$ cat config.mk
export PLATFORM = sky130hd
export DESIGN_NAME = keypad_entry
export DESIGN_NICKNAME = d
export VERILOG_FILES = /design/src/rtl/keypad_pkg.sv /design/src/rtl/key_debounce.sv /design/src/rtl/keypad_entry.sv
export SDC_FILE = /design/constraint.sdc
export NUM_CORES = 1
export LEC_CHECK = 0
export ABC_CLOCK_PERIOD_IN_PS = 1800
export BUFFER_PORTS_ARGS = -buffer_cell sky130_fd_sc_hd__clkbuf_2
export CORE_MARGIN = 5
export CORE_UTILIZATION = 50
export CTS_CLUSTER_DIAMETER = 40
export DETAILED_ROUTE_END_ITERATION = 16
export PLACE_DENSITY = 0.72
export SETUP_SLACK_MARGIN = 0.3
export SLEW_MARGIN = 15
export SYNTH_ARGS = -nofsm -noshare
export SYNTH_HDL_FRONTEND = slang
export SYNTH_SLANG_ARGS = --single-unit
$ cat constraint.sdc
create_clock -name clk -period 1.8 [get_ports clk]
set_input_delay 0 -clock clk [delete_from_list [all_inputs] [get_ports clk]]
set_output_delay 0 -clock clk [all_outputs]
set_load 0.01 [all_outputs]
$ cat src/rtl/keypad_pkg.sv
// keypad_pkg
//   Shared definitions for the keypad entry block: the debounce FSM state
//   encoding, the two reserved command codes and the entry buffer depth.
package keypad_pkg;

  typedef enum logic [1:0] {
    ST_IDLE = 2'd0,  // no key in progress
    ST_CAND = 2'd1,  // collecting matching hits for a candidate key
    ST_HELD = 2'd2   // press accepted, waiting for release
  } key_state_e;

  localparam logic [3:0] KEY_ENTER  = 4'hE;
  localparam logic [3:0] KEY_CLEAR  = 4'hF;
  localparam logic [2:0] MAX_DIGITS = 3'd4;

endpackage

$ cat src/rtl/key_debounce.sv
// key_debounce
//   Turns the sparse scanner hit flag into exactly one strobe per physical
//   key press. A press is accepted after STABLE_HITS consecutive hits of the
//   same code; the key is considered released after RELEASE_TICKS cycles
//   without any hit.
//
//   Ports:
//     clk, rst        clock, synchronous active-high reset
//     key_in          scanner code, valid while key_pressed_in is high
//     key_pressed_in  scanner hit flag (a hit is its rising edge)
//     key_strobe      one-cycle pulse per accepted press
//     key_code        code of the last accepted press, held between strobes
//     debug_state     current debounce FSM state
//
//   Strobe semantics: key_strobe is a single-cycle event with no back
//   pressure; key_code is valid in the strobe cycle and stays put until the
//   next strobe, so a consumer may sample it in or after that cycle.
module key_debounce
  import keypad_pkg::*;
#(
  parameter int STABLE_HITS   = 3,
  parameter int RELEASE_TICKS = 500000
) (
  input  logic       clk,
  input  logic       rst,
  input  logic [3:0] key_in,
  input  logic       key_pressed_in,
  output logic       key_strobe,
  output logic [3:0] key_code,
  output key_state_e debug_state
);

  localparam int SW = $clog2(RELEASE_TICKS + 1);
  localparam int HW = $clog2(STABLE_HITS + 1);
  localparam logic [SW-1:0] SILENCE_MAX = SW'(RELEASE_TICKS);
  // hits value at which one more matching hit accepts the press
  localparam logic [HW-1:0] HITS_LAST   = HW'(STABLE_HITS - 1);

  key_state_e    state_q, state_d;
  logic [3:0]    cand_q, cand_d;
  logic [HW-1:0] hits_q, hits_d;
  logic [SW-1:0] silence_q;
  logic          pressed_q;
  logic          hit;
  logic          silence_full;
  logic          strobe_d;
  logic [3:0]    code_d;

  assign hit          = key_pressed_in & ~pressed_q;
  assign silence_full = (silence_q == SILENCE_MAX);
  assign debug_state  = state_q;

  always_ff @(posedge clk) begin
    if (rst) begin
      pressed_q  <= 1'b0;
      silence_q  <= '0;
      state_q    <= ST_IDLE;
      cand_q     <= '0;
      hits_q     <= '0;
      key_strobe <= 1'b0;
      key_code   <= '0;
    end else begin
      pressed_q  <= key_pressed_in;
      if (hit)
        silence_q <= '0;
      else if (!silence_full)
        silence_q <= silence_q + 1'b1;
      state_q    <= state_d;
      cand_q     <= cand_d;
      hits_q     <= hits_d;
      key_strobe <= strobe_d;
      key_code   <= code_d;
    end
  end

  // A hit always wins over release: the register value may still read as
  // saturated in the cycle a new hit arrives.
  always_comb begin
    state_d  = state_q;
    cand_d   = cand_q;
    hits_d   = hits_q;
    strobe_d = 1'b0;
    code_d   = key_code;
    case (state_q)
      ST_IDLE: begin
        if (hit) begin
          cand_d  = key_in;
          hits_d  = HW'(1);
          state_d = ST_CAND;
          if (STABLE_HITS <= 1) begin
            strobe_d = 1'b1;
            code_d   = key_in;
            hits_d   = '0;
            state_d  = ST_HELD;
          end
        end
      end
      ST_CAND: begin
        if (hit) begin
          if (key_in == cand_q) begin
            if (hits_q == HITS_LAST) begin
              strobe_d = 1'b1;
              code_d   = cand_q;
              hits_d   = '0;
              state_d  = ST_HELD;
            end else begin
              hits_d = hits_q + 1'b1;
            end
          end else begin
            // bounce to another key: restart counting on the new code
            cand_d = key_in;
            hits_d = HW'(1);
          end
        end else if (silence_full) begin
          hits_d  = '0;
          state_d = ST_IDLE;
        end
      end
      ST_HELD: begin
        // hits only keep silence cleared here; no auto-repeat
        if (!hit && silence_full)
          state_d = ST_IDLE;
      end
      default: begin
        hits_d  = '0;
        state_d = ST_IDLE;
      end
    endcase
  end

endmodule

$ cat src/rtl/keypad_entry.sv
// keypad_entry
//   Debounced hex keypad front end with a four-digit entry buffer.
//   Codes 0x0-0xD are digits shifted in at [3:0]; 0xE (ENTER) commits a
//   non-empty buffer to entry_value; 0xF (CLEAR) empties the buffer.
//
//   Ports:
//     clk, rst        clock, synchronous active-high reset
//     key_in          scanner code
//     key_pressed_in  scanner hit flag
//     key_strobe      one-cycle pulse per accepted press
//     key_code        last accepted code
//     digits          entry buffer, newest digit in [3:0]
//     digit_count     digits held, 0..4
//     entry_done      one-cycle pulse on commit
//     entry_value     last committed entry
//     overflow        sticky, set when a digit arrives with a full buffer
//     debug_state     debounce FSM state
module keypad_entry
  import keypad_pkg::*;
#(
  parameter int STABLE_HITS   = 3,
  parameter int RELEASE_TICKS = 500000
) (
  input  logic        clk,
  input  logic        rst,
  input  logic [3:0]  key_in,
  input  logic        key_pressed_in,
  output logic        key_strobe,
  output logic [3:0]  key_code,
  output logic [15:0] digits,
  output logic [2:0]  digit_count,
  output logic        entry_done,
  output logic [15:0] entry_value,
  output logic        overflow,
  output key_state_e  debug_state
);

  key_debounce #(
    .STABLE_HITS  (STABLE_HITS),
    .RELEASE_TICKS(RELEASE_TICKS)
  ) u_debounce (
    .clk           (clk),
    .rst           (rst),
    .key_in        (key_in),
    .key_pressed_in(key_pressed_in),
    .key_strobe    (key_strobe),
    .key_code      (key_code),
    .debug_state   (debug_state)
  );

  // Buffer reacts to the registered strobe, one cycle after acceptance.
  always_ff @(posedge clk) begin
    if (rst) begin
      digits      <= '0;
      digit_count <= '0;
      entry_done  <= 1'b0;
      entry_value <= '0;
      overflow    <= 1'b0;
    end else begin
      entry_done <= 1'b0;
      if (key_strobe) begin
        if (key_code == KEY_CLEAR) begin
          digits      <= '0;
          digit_count <= '0;
          overflow    <= 1'b0;
        end else if (key_code == KEY_ENTER) begin
          if (digit_count != 3'd0) begin
            entry_value <= digits;
            entry_done  <= 1'b1;
            digits      <= '0;
            digit_count <= '0;
            overflow    <= 1'b0;
          end
        end else if (digit_count < MAX_DIGITS) begin
          digits      <= {digits[11:0], key_code};
          digit_count <= digit_count + 3'd1;
        end else begin
          overflow <= 1'b1;
        end
      end
    end
  end

endmodule

==> impl_results.md <==
- Clock Latency Late Sink: 0.34 ns
- Setup TNS: 0 ns
- Placer congestion estimate: 0.780
- Switching power: 0.689 mW
- Register area: 1460 sq um
- Die height: approximately 87 microns
- Gr usage total: 19.3%
- Wire per inst: 15.7 microns
- Vias post-DR: 2571
- Main synth FF type: dfxtp_1
- CP Capture Type: register
- Port Buffers: 50
- FP Rows: 27
- Clock transition at path regs: 0.08 ns
- Count leader, synth: dfxtp_1
- Crit Path Class: reg -> reg
- Crit path time final: 1.60 ns
- Register area share after synthesis: 47.8%
- Post-synth EDFFs: 0
- Crit-path max FO: 3
- Internal Power: 2.37 mW
- Final nets: 406
- Syn_area_per_cell: 9.55 sq um
- Post-synth top cells: 70 x dfxtp_1, 30 x nor2_1, 21 x mux2i_1
- Pre-Repair DR Iteration Count: 5
- Ranking of synthesized cells by area: dfxtp_1 48%, mux2i_1 7.2%, a22o_1 4.8%
- Finish-stage setup viols: 0
- Clock Power Share: 44.2%
- CTS Buffer Depth: 2
- Lkg Pwr: 1.60 nW
- Max-slew headroom: 62.6%
- WP data required: around 2 ns
- Gate Count Post-Synth: 307
- CTS H-tree depth: 3
- Post-synth ARST share: 0%
- Reg power frac: 51.2%
- Number of fill cells: 397
- Yosys warnings: 0
- Tot Pwr: 3.06 mW
- CTS Buf Count: 9
- Fmax: 625 MHz
- Initial Util: 52.3%
- RSZ-0062 raised after global routing: yes
- Peak supply drop: about 0.0005 V
- Post-synthesis net count: 318
- Final Hold Violating Endpoints: 0
- DR DRC count: 0
- Antenna violations before repair: 0
- Via-to-Cell Ratio: 5.46
- Sw frac: 22.5%
- Share of post-route cells with drive strength above 1: 41.6%
- Post-route ant nets: 0
- First-pass GRT wire length: 11500 microns
- Area grow syn2layout: 40.4%
- Antenna diodes: 0
- Seq cells post-synth: 70
- Power Dens Cells: 744 nW/um^2
- Area of the multi-input gates: between 1500 and 2000 sq um
- Max capacitance violation total: 0
- Dpl hpwl: 4410 microns
- Worst min-delay path class: in -> reg
- Overflow after GRT: 0
- DIE AREA: around 7500 sq um
- CTS tree: yes
- Outcome: finished, final reports clean
- Clk_skew: 0.00795 ns
- Largest net degree at the start of global routing: 21
- Distinct cells, synth: between 40 and 50
- Slew Limit Fails: 0
- CTS Sinks: 70
- Least-Margin Pin Slew: about 0.56 ns
- CTS root buffer: clkbuf_8
- Top-area cell type share of the netlist area: 47.8%
- DRT Wirelength: approximately 7400 microns
- Yosys top cell by area: dfxtp_1
- Combinational group share of total power: 4.7%
- Vias in the first global route: 2407
- Iteration-0 DRC Markers: 85
- Startpoint Class: register
- Synth Cell Area: 2930 sq um
- Fin crit share: 88.9%
- Width of the die: a little under 90 microns
- CP Data Arrival Time: 1.82 ns
- IO Count: 51
- Placeable Area: 5610 sq um
==> layer usage <==
metal | track usage, % | vias to the layer above | part of all wire [%]
met3 | 5.13 | 14 | 3.9
met4 | 6.37 | 0 | 1.8
met1 | 24.7 | 1227 | 44
met2 | 31.4 | 59 | 50
li1 | - | 1271 | -
met5 | 0 | - | 0
==> power groups by stage <==
| stage | logic [mW] | registers (mW) | clock network (mW) |
|---|---|---|---|
| floorplan | 0.0711 | 1.61 | 0 |
| global placement | 0.0959 | 1.61 | 0 |
| detailed placement | 0.0972 | 1.61 | 0 |
| CTS | 0.126 | 1.56 | 1.37 |
| global route | 0.154 | 1.57 | 1.45 |
| finish | 0.143 | 1.57 | 1.35 |
==> path summary, 6_finish.rpt <==
check	from	endpoint	cells past startpoint	slack, ns
hold / removal	key_in[2]	u_debounce.cand_q[2]$_SDFFE_PP0P_	4	0.45
setup / recovery	u_debounce.silence_q[3]$_SDFFE_PP0P_	u_debounce.debug_state[1]$_SDFFE_PP0P_	4	0.20
setup reg to reg	u_debounce.silence_q[3]$_SDFFE_PP0P_	u_debounce.debug_state[1]$_SDFFE_PP0P_	4	0.20
hold reg to reg	u_debounce.cand_q[2]$_SDFFE_PP0P_	u_debounce.cand_q[2]$_SDFFE_PP0P_	2	0.48
==> cells by family (layout without fill, tap and decap cells) <==
| kind of cell | after synthesis | in the layout | share of synthesized area (%) |
|---|---|---|---|
| AND/OR/NAND/NOR | 116 | 116 | 22.0 |
| flip-flops | 70 | 70 | 47.8 |
| AO/OA/AOI/OAI | 58 | 58 | 13.8 |
| buffers and inverters | 25 | 117 | 3.63 |
| multiplexers | 21 | 21 | 7.17 |
| XOR/XNOR | 13 | 13 | 3.88 |
| adder cells (fa/ha/maj) | 4 | 4 | 1.71 |
==> critical path, cell delays in order (launching register included) <==
cell      delay [ns]
dfxtp_4         0.34
or4b_4          0.54
or2_4           0.26
o311ai_2        0.25
a21oi_1         0.10
==> what timing repair did <==
action,in CTS,in global routing
cloned,1,2
gates resized for setup,30,25
setup buffers,19,5
setup endpoints to repair,47,50
endpoints found under the hold margin,6,0
pin swaps,14,36
hold buffers,6,0
==> stage by stage <==
stage	hold slack (ns)	setup slack [ns]	cell area (sq um)	utilization [%]	cells
floorplan	0.128	0.0420	3040	-	307
CTS	0.448	0.205	3930	70.0	464
global placement	0.250	0.110	3370	60.1	423
detailed placement	0.258	0.0785	3370	60.1	423
finish	0.455	0.200	4120	73.4	471
global route	0.468	0.147	4120	73.4	471
==> registers in the layout, summed over array words and instances (netlist names), 2 cells and up <==
name and count:
u_debounce.silence_q 19, digits 16, entry_value 16, u_debounce.cand_q 4, u_debounce.key_code 4, digit_count 3, u_debounce.debug_state 2, u_debounce.hits_q 2
==> cell usage in the layout (no fill, tap or decap), types with 8 or more instances in the layout <==
master,netlist,layout
a21oi_1,17,13
a22o_1,16,16
buf_4,0,27
clkbuf_2,0,50
clkbuf_8,0,10
dfxtp_1,70,47
dfxtp_2,0,13
dfxtp_4,0,10
mux2i_1,21,20
nand2_1,16,16
nand2b_1,9,9
nor2_1,30,30
xnor2_1,10,8
==> final cells by class <==
class,count,area share [%]
Timing Repair Buffer,91,16.1
Inverter,11,1.00
Clock buffer,11,3.95
Sequential cell,70,35.3
Tap cell,72,2.19
Multi-Input combinational cell,212,40.1
Clock inverter,4,1.31
Power figures use the tool's default switching activity.
